### config.mk
export PLATFORM = sky130hd
export DESIGN_NAME = instr_decode_stage
export DESIGN_NICKNAME = d
export VERILOG_FILES = /design/src/rtl/instr_decode_stage.sv
export SDC_FILE = /design/constraint.sdc
export NUM_CORES = 1
export LEC_CHECK = 0
export ABC_AREA = 1
export CORE_ASPECT_RATIO = 1.75
export CORE_MARGIN = 1.5
export CORE_UTILIZATION = 56
export CTS_BUF_LIST = sky130_fd_sc_hd__clkbuf_4
export CTS_CLUSTER_DIAMETER = 120
export DETAILED_ROUTE_END_ITERATION = 16
export GPL_TIMING_DRIVEN = 0
export PLACE_DENSITY = 0.82
export SLEW_MARGIN = 10
export SYNTH_ARGS = -nofsm -noshare
export SYNTH_HDL_FRONTEND = slang
export SYNTH_SLANG_ARGS = --single-unit
### constraint.sdc
create_clock -name clk -period 11 [get_ports clk]
set_input_delay 2.75 -clock clk [delete_from_list [all_inputs] [get_ports clk]]
set_output_delay 2.75 -clock clk [all_outputs]
set_load 0.01 [all_outputs]
### src/rtl/instr_decode_stage.sv
// RV32IM decode stage: combinational decode of the incoming word into a one-hot ALU select,
// register addresses and immediate, buffered in a 2-entry valid/ready FIFO.
module instr_decode_stage #(
  parameter int unsigned INSTR_W = 48,
  parameter int unsigned XLEN    = 32
) (
  input  logic               clk,
  input  logic               rst,
  input  logic               in_valid,
  output logic               in_ready,
  input  logic [XLEN-1:0]    in_instr,
  input  logic [XLEN-1:0]    in_pc,
  input  logic               flush,
  output logic               out_valid,
  input  logic               out_ready,
  output logic [INSTR_W-1:0] instructions,
  output logic [4:0]         rs1_addr,
  output logic [4:0]         rs2_addr,
  output logic [4:0]         rd_addr,
  output logic [XLEN-1:0]    imm,
  output logic [XLEN-1:0]    pc_out,
  output logic               illegal
);

  typedef struct packed {
    logic [INSTR_W-1:0] ops;
    logic               ill;
    logic [4:0]         rs1;
    logic [4:0]         rs2;
    logic [4:0]         rd;
    logic [XLEN-1:0]    imm;
    logic [XLEN-1:0]    pc;
  } entry_t;

  logic [6:0] opcode, funct7;
  logic [2:0] funct3;
  logic [4:0] rs1, rs2, rd;

  assign opcode = in_instr[6:0];
  assign rd     = in_instr[11:7];
  assign funct3 = in_instr[14:12];
  assign rs1    = in_instr[19:15];
  assign rs2    = in_instr[24:20];
  assign funct7 = in_instr[31:25];

  logic [XLEN-1:0] imm_i, imm_s, imm_b, imm_u, imm_j, imm_sh;

  assign imm_i  = {{(XLEN-12){in_instr[31]}}, in_instr[31:20]};
  assign imm_s  = {{(XLEN-12){in_instr[31]}}, in_instr[31:25], in_instr[11:7]};
  assign imm_b  = {{(XLEN-13){in_instr[31]}}, in_instr[31], in_instr[7], in_instr[30:25],
                   in_instr[11:8], 1'b0};
  assign imm_u  = {in_instr[31:12], 12'b0};
  assign imm_j  = {{(XLEN-21){in_instr[31]}}, in_instr[31], in_instr[19:12], in_instr[20],
                   in_instr[30:21], 1'b0};
  assign imm_sh = {{(XLEN-5){1'b0}}, in_instr[24:20]};

  logic            legal;
  logic [5:0]      op_idx;
  logic [XLEN-1:0] dec_imm;

  always_comb begin
    legal   = 1'b1;
    op_idx  = 6'd0;
    dec_imm = '0;
    unique case (opcode)
      7'b0110011: begin
        case (funct7)
          7'h00: begin
            case (funct3)
              3'b000:  op_idx = 6'd0;
              3'b001:  op_idx = 6'd5;
              3'b010:  op_idx = 6'd8;
              3'b011:  op_idx = 6'd9;
              3'b100:  op_idx = 6'd2;
              3'b101:  op_idx = 6'd6;
              3'b110:  op_idx = 6'd3;
              default: op_idx = 6'd4;
            endcase
          end
          7'h20: begin
            if (funct3 == 3'b000)      op_idx = 6'd1;
            else if (funct3 == 3'b101) op_idx = 6'd7;
            else                       legal  = 1'b0;
          end
          // M extension bits follow funct3 order directly
          7'h01:   op_idx = 6'd40 + {3'b000, funct3};
          default: legal  = 1'b0;
        endcase
      end
      7'b0010011: begin
        dec_imm = imm_i;
        case (funct3)
          3'b000: op_idx = 6'd10;
          3'b010: op_idx = 6'd17;
          3'b011: op_idx = 6'd18;
          3'b100: op_idx = 6'd11;
          3'b110: op_idx = 6'd12;
          3'b111: op_idx = 6'd13;
          3'b001: begin
            dec_imm = imm_sh;
            if (funct7 == 7'h00) op_idx = 6'd14;
            else                 legal  = 1'b0;
          end
          default: begin
            dec_imm = imm_sh;
            if (funct7 == 7'h00)      op_idx = 6'd15;
            else if (funct7 == 7'h20) op_idx = 6'd16;
            else                      legal  = 1'b0;
          end
        endcase
      end
      7'b0000011: begin
        dec_imm = imm_i;
        case (funct3)
          3'b000:  op_idx = 6'd19;
          3'b001:  op_idx = 6'd20;
          3'b010:  op_idx = 6'd21;
          3'b100:  op_idx = 6'd22;
          3'b101:  op_idx = 6'd23;
          default: legal  = 1'b0;
        endcase
      end
      7'b0100011: begin
        dec_imm = imm_s;
        case (funct3)
          3'b000:  op_idx = 6'd24;
          3'b001:  op_idx = 6'd25;
          3'b010:  op_idx = 6'd26;
          default: legal  = 1'b0;
        endcase
      end
      7'b1100011: begin
        dec_imm = imm_b;
        case (funct3)
          3'b000:  op_idx = 6'd27;
          3'b001:  op_idx = 6'd28;
          3'b100:  op_idx = 6'd29;
          3'b101:  op_idx = 6'd30;
          3'b110:  op_idx = 6'd31;
          3'b111:  op_idx = 6'd32;
          default: legal  = 1'b0;
        endcase
      end
      7'b1101111: begin
        dec_imm = imm_j;
        op_idx  = 6'd33;
      end
      7'b1100111: begin
        dec_imm = imm_i;
        op_idx  = 6'd34;
        legal   = (funct3 == 3'b000);
      end
      7'b0110111: begin
        dec_imm = imm_u;
        op_idx  = 6'd35;
      end
      7'b0010111: begin
        dec_imm = imm_u;
        op_idx  = 6'd36;
      end
      7'b1110011: begin
        // Only the exact ecall/ebreak encodings; CSR ops are not supported here
        dec_imm = imm_i;
        op_idx  = in_instr[20] ? 6'd38 : 6'd37;
        legal   = (funct3 == 3'b000) && (rs1 == 5'd0) && (rd == 5'd0) &&
                  (in_instr[31:21] == 11'd0);
      end
      7'b0001111: begin
        dec_imm = imm_i;
        op_idx  = 6'd39;
        legal   = (funct3 == 3'b000);
      end
      default: legal = 1'b0;
    endcase
  end

  entry_t dec_entry;

  always_comb begin
    dec_entry     = '0;
    dec_entry.ops = legal ? (INSTR_W'(1) << op_idx) : '0;
    dec_entry.ill = ~legal;
    dec_entry.rs1 = rs1;
    dec_entry.rs2 = rs2;
    dec_entry.rd  = rd;
    dec_entry.imm = (opcode == 7'b0110011) ? '0 : dec_imm;
    dec_entry.pc  = in_pc;
  end

  entry_t     mem_q [2];
  logic       wr_q, rd_q;
  logic [1:0] count_q, count_d;
  logic       push, pop;

  assign in_ready  = ~rst & (count_q != 2'd2);
  assign out_valid = (count_q != 2'd0);
  assign push      = in_valid & in_ready & ~flush;
  assign pop       = out_ready & out_valid & ~flush;

  always_comb begin
    count_d = count_q;
    if (flush) begin
      count_d = 2'd0;
    end else begin
      case ({push, pop})
        2'b10:   count_d = count_q + 2'd1;
        2'b01:   count_d = count_q - 2'd1;
        default: count_d = count_q;
      endcase
    end
  end

  always_ff @(posedge clk or posedge rst) begin
    if (rst) begin
      mem_q[0] <= '0;
      mem_q[1] <= '0;
      wr_q     <= 1'b0;
      rd_q     <= 1'b0;
      count_q  <= 2'd0;
    end else begin
      count_q <= count_d;
      if (flush) begin
        wr_q <= 1'b0;
        rd_q <= 1'b0;
      end else begin
        if (push) begin
          mem_q[wr_q] <= dec_entry;
          wr_q        <= ~wr_q;
        end
        if (pop) rd_q <= ~rd_q;
      end
    end
  end

  entry_t head;

  // Fields read as zero whenever the queue is empty so the ALU select never shows stale ops
  assign head         = out_valid ? mem_q[rd_q] : '0;
  assign instructions = head.ops;
  assign illegal      = head.ill;
  assign rs1_addr     = head.rs1;
  assign rs2_addr     = head.rs2;
  assign rd_addr      = head.rd;
  assign imm          = head.imm;
  assign pc_out       = head.pc;

endmodule
---- Word level (Yosys, flattened, before mapping) ----
Cells that the tools add are included.
storage, ports and cells
  register bits ........................... 260
  bits of input ports ..................... 69
  output and inout port bits .............. 130
  logic and storage cells ................. 123
operators by class
  $add $sub $neg .......................... 3
  $lt $le $gt $ge ......................... 3
  equality and inequality tests ........... 23
  shift operators ......................... 1
  muxes and demuxes ....................... 41
  bitwise gates (word level) .............. 12
  reduce and logical (&&, ||, !) cells .... 23
operators with widths
  kind                                                                count
  128-bit 2-to-1 mux                                                  5
  256-bit bitwise mux                                                 1
  32-bit one-hot mux with 6 select lines                              1
  128-bit demux with 1-bit select                                     1
  6-bit one-hot mux with 11 select lines                              1
  32-bit 2-to-1 mux                                                   2
  48-bit 2-to-1 mux                                                   1
  1-bit by 6-bit << shifter with 48-bit output, first input constant  1
  6-bit one-hot mux with 6 select lines                               1
  5-bit one-hot mux with 7 select lines                               1
  7-bit by 6-bit == test with 1-bit output, second input constant     4
  7-bit == test, second input constant                                4
  4-bit one-hot mux with 7 select lines                               1
  5-bit one-hot mux with 5 select lines                               1
  6-bit one-hot mux with 3 select lines                               1
  5-bit one-hot mux with 3 select lines                               1
  7-bit by 5-bit == test with 1-bit output, second input constant     2
  3-bit == test, second input constant                                4
  1-bit 2-to-1 mux                                                    12
  6-bit OR reduction                                                  2
  11-bit logical NOT                                                  1
  5-bit logical NOT                                                   2
  5-bit 2-to-1 mux                                                    2
  1-bit one-hot mux with 8 select lines                               1
  31 further kinds                                                    53

---- Logic depth before layout (Yosys ltp) ----
Gate-level depths: netlist (run 1).
  depth in word-level cells ............... 8
  depth in mapped cells ................... 15
  gate-level depth less buffers ........... 15

---- Least setup slack after synthesis (run 1) ----
Ideal clock, no wire load.
  kind .................................... input -> output
  start point ............................. in rst
  end point ............................... out in_ready
  arrival ................................. 2983 ps
  required time ........................... 8250 ps
  path slack .............................. 5267 ps
  stages on the path ...................... 1
  buffers on the path ..................... 0
  cell sequence ........................... a21oi_1
between the ends
  longest elaborated chain between the ends .. 2
ends and longest elaborated chain
  what                RTL line  RTL
  start: declaration  8         input logic rst,
  1-bit NOT           195       assign in_ready = ~rst & (count_q != 2'd2);
  1-bit bitwise AND   195
  end: declaration    10        output logic in_ready,
Every way passes these cells.

---- Final worst setup path (run 1) ----
Same ends and word-level chain as after synthesis.

==> results of run 1 <==
==> state kept, by name (all words and copies together), names as in the netlist <==
register and cells:
wr_q 1, rd_q 1, count_q 2, mem_q 256
==> area by class of cell <==
cell class                 instances  area share (%)
sequential                       260            40.3
multi-input combinational       1232            34.0
timing repair buffer             199            12.6
clock buffer                      93            4.33
inverter                         129            3.08
buffer                           111            2.88
tap                              300            2.33
clock inverter                    12           0.481
antenna                            1          0.0155
==> routing by layer <==
layer / vias to the layer above / part of all wire (%) / track usage [%]
met5: - / 0.019 / 0
met4: 2 / 5.2 / 19.9
met3: 140 / 6.5 / 5.30
met2: 608 / 50 / 62.8
met1: 6224 / 38 / 43.1
li1: 6104 / - / -
==> critical path, delay by kind of cell <==
| kind | cells | cell delay [ns] |
|---|---|---|
| buffers and inverters | 2 | 1.09 |
| AO/OA/AOI/OAI | 1 | 0.23 |
==> worst paths after layout <==
check                             end  slack, ns  cells past startpoint        from
max                          in_ready       4.19                      3         rst
min                         mem_q[82]       0.48                      2   mem_q[82]
min reg2reg                 mem_q[82]       0.48                      2   mem_q[82]
max reg2reg                 mem_q[92]       8.40                     11  count_q[0]
min in group asynchronous  mem_q[249]       2.49                      2         rst
max in group asynchronous  mem_q[186]       7.14                      4         rst
==> cell families (layout without fill, tap and decap cells) <==
| logic type | count (synthesis) | after routing |
|---|---|---|
| other | 0 | 1 |
| DFF | 260 | 260 |
| and+or+nand+nor | 844 | 844 |
| xor gates and xnor gates | 1 | 1 |
| buffers and inverters | 240 | 544 |
| AOI/OAI and AO/OA | 387 | 387 |
==> synth_stat cells (all sizes together) <==
cell	number
o21ai	242
xnor2	1
o221ai	1
buf	25
nor2	86
nand4	33
o211ai	1
dfrtp	260
inv	129
a22oi	4
nand3	69
a21oi	138
nand2	647
o2111ai	1
nand3b	1
or2	3
nor3	5
clkbuf	86
==> power groups by stage <==
stage	clock (mW)	combinational [mW]	sequential, mW
6_report	0.787	0.828	1.23
5_1_grt	0.844	0.912	1.24
4_1_cts	0.796	0.824	1.22
3_5_place_dp	0	0.820	1.24
3_3_place_gp	0	0.800	1.23
2_1_floorplan	0	0.446	1.22
==> metrics.txt, run 1 <==
Num CTS Buffers 58; Seq/Total Area, Yosys 50.3%; Netlist cell types 33; area delta synth->final 24.6%; worst path cell trace clkdlybuf4s50_1, a21oi_1, clkdlybuf4s50_1; RSZ-0062 raised after global routing no; initial antenna violation count 2; syn avg cell area 7.47 um2; crit start category primary input; Yosys top cell by area dfrtp_1; DIE AREA 24,100 um2; most common cell after layout, fill and taps aside nand2_1; max cap viols 0; Via density 5.60; Setup Buffers After CTS 0; kind of critical path in2out; largest family of logic cells by synthesized area simple AND/OR/NAND/NOR gates; CP peak stage delay 0.57 ns; Leak Pwr 7.48 nW; cell area after synthesis 12,900 um2; WHS 0.479 ns; share of layout cells above drive strength 1 8.06%; CP Data Required Time 8.25 ns; Hold Vio Cnt, Final 0; clk_skew 0.0389 ns; GRT Util Overall 36.1%; number of instances in the placed design 2,231; Post-Synth Simple-Gate Area 27.1%; total power 2.84 mW; CTS tree yes; Setup TNS 0 ns; Cell Area, Placed 15,400 um2; Final Core Density 70.9%; Reg clk slew, reported paths 0.07 ns; Comb power frac 29.1%; Post-Layout Cell Count 2,337; Die W 118 um; Max Fanout on Critical Path 2; Crit path top cell by count clkdlybuf4s50_1; fin area 16,100 um2; complex-gate fraction of the synthesized area 15.2%; Slew headroom 49.1%; Worst-Margin Slew 0.764 ns; Critical Path AT 4.06 ns; mux contribution to synthesized area 0%; power per cell area 176 nW/um2; Tmin final 6.81 ns; sequential share of power 43.1%; WL per Instance 18.4 um; setup ws final 4.19 ns; Clock Latency Late Sink 0.75 ns; Die Height 204 um; GPL Wtd Cong 0.965; Adder-Cell Fraction of Synth Area 0%; global route overflow 0; vias in the first global route 13,100; Cells after Synth 1,732; I/O Buffers 197; hold_buf cts 0; status completed; switch share 34.4%; final-report setup violation count 0; DRT iter0 DRCs 1,241; first-pass iteration count of the detailed router 5; dpl ws 4.19 ns; Filler Cell Count 1,928; CTS max path bufs 3; area of the multi-input gates 5480 um2; syn nets 1,801; clk root buf clkbuf_4; # DRC 0; final net count 2,060; Initial Utilization 56.9%; Period Utilization, post-route 61.9%; YS warnings 0; CTS sink cnt 260; vias 13,100; Clk pwr share 27.7%; commonest non-fill, non-tap cells in the layout nand2_1, dfrtp_1, o21ai_0; number of core rows 73; Worst setup EP type primary output; Post-CTS Resized 0; peak supply drop 0.115 mV; Post-Synth XOR/XNOR Area 0.0677%; P_int 1.86 mW; placed wire-length estimate 31,400 um; final wirelength 42,900 um; H-tree levels 2; Yosys reg bits 260; area of the core 22,700 um2; first-pass GRT wire length 68,500 um; DRT antenna net count 0; Slew Viols, Final 0; slowest stage cell, crit path clkdlybuf4s50_1; worst min-delay path class reg2reg; Synth top area share 50.3%; FMAX 0.147 GHz; # IOs 199; largest net degree at the start of global routing 120; net switching power figure 977 uW; largest cells by area after synthesis dfrtp_1, nand2_1, o21ai_0; Reg area 6510 um2
Note: power is estimated with default switching activity, not from simulation.
==> run 2, diff against run 1 <==
- CORE_UTILIZATION: 56 -> 51
- PLACE_DENSITY: 0.82 -> 0.79
- clock period: 11 -> 5.9 ns (I/O delays scaled with it)
==> metrics.txt, run 2 (synthesized netlist as in run 1, its figures left out) <==
Slew headroom 48.2% (was 49.1%); CP Data Required Time 4.43 ns (was 8.25 ns); family with the most delay on the worst path buffers and inverters (unchanged); # IOs 199 (unchanged); hold_sp mem_q[54] (was mem_q[82]); final net count 2,069 (was 2,060); Initial Utilization 51.5% (was 56.9%); peak supply drop 0.199 mV (was 0.115 mV); max reg flops 256 (unchanged); Reg area 6510 um2 (unchanged); setup ws final 0.602 ns (was 4.19 ns); final-report setup violation count 0 (unchanged); Die W 123 um (was 118 um); # DRC 0 (unchanged); number of core rows 77 (was 73); Hold Crit Depth 2 (unchanged); Filler Cell Count 2,230 (was 1,928); Period Utilization, post-route 89.8%; vias in the first global route 13,200 (was 13,100); Critical Path AT 3.82 ns (was 4.06 ns); largest reg by FF count mem_q (unchanged); Tmin final 5.30 ns; clk_skew 0.0549 ns (was 0.0389 ns); Setup Buffers After CTS 0 (unchanged); share of layout cells above drive strength 1 7.79% (was 8.06%); largest net degree at the start of global routing 41 (was 120); DIE AREA 26,400 um2 (was 24,100 um2); first-pass iteration count of the detailed router 8 (was 5); reg2reg end mem_q[60] (was mem_q[92]); Via density 5.61 (was 5.60); DRT iter0 DRCs 1,141 (was 1,241); Post-Layout Cell Count 2,345 (was 2,337); Clock Latency Late Sink 0.77 ns (was 0.75 ns); global route overflow 0 (unchanged); FMAX 0.189 GHz; power per cell area 321 nW/um2 (was 176 nW/um2); clk root buf clkbuf_4 (unchanged); H-tree levels 2 (unchanged); final wirelength 43,500 um (was 42,900 um); dpl ws 1.43 ns (was 4.19 ns); CTS max path bufs 3 (unchanged); I/O Buffers 197 (unchanged); number of instances in the placed design 2,253 (was 2,231); hold_buf cts 0 (unchanged); Max Fanout on Critical Path 10 (was 2); Hold Vio Cnt, Final 0 (unchanged); Crit path top cell by count clkbuf_1 (was clkdlybuf4s50_1); CTS tree yes (unchanged); worst path cell trace clkbuf_1, inv_2, clkbuf_1, clkbuf_1, nand2_1, a21oi_1, clkdlybuf4s50_1 (was clkdlybuf4s50_1, a21oi_1, clkdlybuf4s50_1); Die Height 214 um (was 204 um); r2r startpoint count_q[0] (unchanged); area of the multi-input gates 5480 um2 (unchanged); Worst-Margin Slew 0.777 ns (was 0.764 ns); initial antenna violation count 1 (was 2); RSZ-0062 raised after global routing no (unchanged); CTS sink cnt 260 (unchanged); crit start category flip-flop (was primary input); Slew Viols, Final 0 (unchanged); area delta synth->final 24.7% (was 24.6%); Reg clk slew, reported paths 0.07 ns (about the same); Post-CTS Resized 0 (unchanged); Num CTS Buffers 61 (was 58); WL per Instance 18.6 um (was 18.4 um); status completed (unchanged); Regs by FF count mem_q x256, count_q x2 (unchanged); GRT Util Overall 33.7% (was 36.1%); vias 13,100 (about the same); GPL Wtd Cong 0.962 (was 0.965); CP peak stage delay 0.58 ns (was 0.57 ns); most common cell after layout, fill and taps aside nand2_1 (unchanged); worst min-delay path class reg2reg (unchanged); area of the core 25,100 um2 (was 22,700 um2); Final Core Density 64.2% (was 70.9%); Worst setup EP type primary output (unchanged); DRT antenna net count 0 (unchanged); max cap viols 0 (unchanged); first-pass GRT wire length 68,200 um (was 68,500 um); Leak Pwr 7.47 nW (was 7.48 nW); slowest stage cell, crit path clkdlybuf4s50_1 (unchanged); kind of critical path reg2out (was in2out); placed wire-length estimate 32,300 um (was 31,400 um); commonest non-fill, non-tap cells in the layout nand2_1, dfrtp_1, o21ai_0 (unchanged); Hold Path Sink mem_q[54] (was mem_q[82]); R2R setup slack 3.20 ns (was 8.40 ns); Reg2Reg Depth 11 (unchanged); Crit path buffers/inverters 5 (was 2)
[run 2: final cells by class]
| class | instances | area share [%] |
|---|---|---|
| inverter | 129 | 3.05 |
| buffer | 111 | 2.88 |
| multi-input combinational | 1232 | 34.0 |
| timing repair buffer | 205 | 13.3 |
| clock inverter | 10 | 0.271 |
| sequential | 260 | 40.3 |
| tap | 316 | 2.45 |
| antenna | 1 | 0.0155 |
| clock buffer | 81 | 3.77 |
[run 2: how the worst max path moves through the flow]
stage	start	end	slack [ns]	depth (start not counted)
2_1_floorplan	rst	count_q[0]	1.0	1
3_3_place_gp	rst	mem_q[181]	-0.75	2
3_5_place_dp	rd_q	instructions[31]	1.43	7
4_1_cts	rd_q	instructions[31]	0.61	7
5_1_grt	rd_q	instructions[31]	0.51	7
6_report	rd_q	instructions[15]	0.60	7
[run 2: metal layers]
layer | track usage (%) | vias to the layer above | share of wire [%]
met5 | 0 | - | 0
met4 | 21.5 | 0 | 6.4
met3 | 5.11 | 164 | 6.4
met2 | 56.7 | 601 | 50
met1 | 40.0 | 6266 | 38
li1 | - | 6116 | -
[run 2: power breakdown]
group	internal [mW]	total, mW	switching [mW]
sequential	2.11	2.29	0.173
combinational	0.614	1.56	0.944
clock	0.622	1.34	0.714
total	3.35	5.18	1.83
[run 2: metrics by stage]
stage / hold WS, ns / power (mW) / setup TNS [ns] / instance area, um2
after floorplan: 0.444 / 3.11 / 0 / 12900
after global placement: 0.456 / 3.79 / -188.41 / 15300
after detailed placement: 0.461 / 3.86 / 0 / 15500
after CTS: 0.475 / 5.19 / 0 / 16100
after global routing: 0.492 / 5.46 / 0 / 16100
final: 0.473 / 5.18 / 0 / 16100
[run 2: worst reg2reg max path: cells and delay by family (launching register included)]
family / cells / cell delay (ns)
and+or+nand+nor: 5 / 0.85
buffers and inverters: 5 / 1.12
AOI/OAI and AO/OA: 1 / 0.19
DFF: 1 / 0.38
==> run 3, diff against run 2 <==
- GPL_ROUTABILITY_DRIVEN: not set -> 0
==> metrics.txt, run 3 (synthesized netlist as in run 1, its figures left out) <==
status completed (unchanged); crit start category flip-flop (unchanged); final-report setup violation count 0 (unchanged); # DRC 0 (unchanged); met2 GRT Util 56.0% (was 56.7%); area of the core 25,100 um2 (unchanged); Hold Crit Depth 2 (unchanged); first-pass iteration count of the detailed router 6 (was 8); FMAX 0.192 GHz (was 0.189 GHz); DIE AREA 26,400 um2 (unchanged); max reg flops 256 (unchanged); Worst-Margin Slew 0.739 ns (was 0.777 ns); number of core rows 77 (unchanged); final wirelength 42,300 um (was 43,500 um); initial antenna violation count 1 (unchanged); most common cell after layout, fill and taps aside nand2_1 (unchanged); reg2reg end mem_q[50] (was mem_q[60]); RSZ-0062 raised after global routing no (unchanged); Setup Buffers After CTS 0 (unchanged); Tmin final 5.21 ns (was 5.30 ns); placed wire-length estimate 31,200 um (was 32,300 um); Post-CTS Resized 0 (unchanged); GR Util met1 38.6% (was 40.0%); Leak Pwr 7.53 nW (was 7.47 nW); vias 13,300 (was 13,100); met3 Usage GRT 5.45% (was 5.11%); Post-Layout Cell Count 2,365 (was 2,345); kind of critical path reg2out (unchanged); I/O Buffers 197 (unchanged); Die W 123 um (unchanged); Slew headroom 50.7% (was 48.2%); Setup TNS 0 ns (unchanged); Num CTS Buffers 60 (was 61); peak supply drop 0.154 mV (was 0.199 mV); vias in the first global route 13,000 (was 13,200); Hold Path Sink mem_q[32] (was mem_q[54]); Clock Latency Late Sink 0.75 ns (was 0.77 ns); Regs by FF count mem_q x256, count_q x2 (unchanged); CTS tree yes (unchanged); hold_buf cts 0 (unchanged); Period Utilization, post-route 88.3% (was 89.8%); commonest non-fill, non-tap cells in the layout nand2_1, dfrtp_1, o21ai_0 (unchanged); DRT antenna net count 0 (unchanged); Worst setup EP type primary output (unchanged); max cap viols 0 (unchanged); Die Height 214 um (unchanged); CP startpoint rd_q (unchanged); Final Core Density 64.8% (was 64.2%); first-pass GRT wire length 66,400 um (was 68,200 um); WL per Instance 17.9 um (was 18.6 um); share of layout cells above drive strength 1 8.20% (was 7.79%); CTS sink cnt 260 (unchanged); CP Data Required Time 4.43 ns (about the same); grt peak-use layer met2 (unchanged); number of instances in the placed design 2,253 (unchanged); largest net degree at the start of global routing 40 (was 41); setup ws final 0.691 ns (was 0.602 ns); # IOs 199 (unchanged); Cell Area, Placed 15,500 um2 (unchanged); total power 5.32 mW (was 5.18 mW); Via density 5.61 (about the same); fin area 16,300 um2 (was 16,100 um2); DRT iter0 DRCs 1,171 (was 1,141); dpl ws 1.51 ns (was 1.43 ns); H-tree levels 2 (unchanged); clk_skew 0.0247 ns (was 0.0549 ns); Reg clk slew, reported paths 0.07 ns (about the same); final net count 2,068 (was 2,069); largest reg by FF count mem_q (unchanged); global route overflow 0 (unchanged); area delta synth->final 25.8% (was 24.7%); Critical Path AT 3.73 ns (was 3.82 ns); WHS 0.477 ns (was 0.473 ns); clk root buf clkbuf_4 (unchanged); GRT Util Overall 32.7% (was 33.7%); hold_sp mem_q[32] (was mem_q[54]); worst min-delay path class reg2reg (unchanged); R2R setup slack 3.29 ns (was 3.20 ns); Hold Vio Cnt, Final 0 (unchanged); CTS max path bufs 3 (unchanged); Max Fanout on Critical Path 10 (unchanged); Slew Viols, Final 0 (unchanged); power per cell area 327 nW/um2 (was 321 nW/um2); Reg2Reg Depth 11 (unchanged); Initial Utilization 51.5% (unchanged); r2r startpoint count_q[0] (unchanged)
[run 3: cell count changes in the layout (fill, tap and decap cells not counted), sizes merged]
cell	delta
clkbuf	+10
clkinv	+10
inv	-2
bufinv	+1
clkinvlp	+1
[run 3: worst max path at each step]
stage                       end  slack (ns)
2_1_floorplan        count_q[0]         1.0
4_1_cts        instructions[31]        0.69
6_report       instructions[31]        0.69
3_3_place_gp          mem_q[54]       -0.71
5_1_grt        instructions[41]        0.58
3_5_place_dp   instructions[31]        1.51
[run 3: cell type report]
type                       count  area [um2]
multi-input combinational   1232        5480
antenna                        1        2.50
sequential                   260        6510
inverter                     129         493
timing repair buffer         205        2150
tap                          316         395
buffer                       111         464
clock buffer                  91         683
clock inverter                20         111
fill                        2192        8860
[run 3: per-layer routing]
metal	vias to the layer above	wire length [um]
li1	6140	-
met1	6244	15400
met2	711	21000
met3	181	3230
met4	0	2610
met5	-	0
[run 3: critical path: stages, from the launching register on]
cell	delay, ns
dfrtp_1	0.35
clkbuf_1	0.26
inv_2	0.29
clkbuf_1	0.48
clkbuf_1	0.60
nand2_1	0.10
a21oi_1	0.28
clkdlybuf4s50_1	0.60
[run 3: where the power goes]
part / switching, mW / internal [mW]
Combinational: 0.937 / 0.614
Clock: 0.737 / 0.748
Sequential: 0.171 / 2.11
Total: 1.84 / 3.48
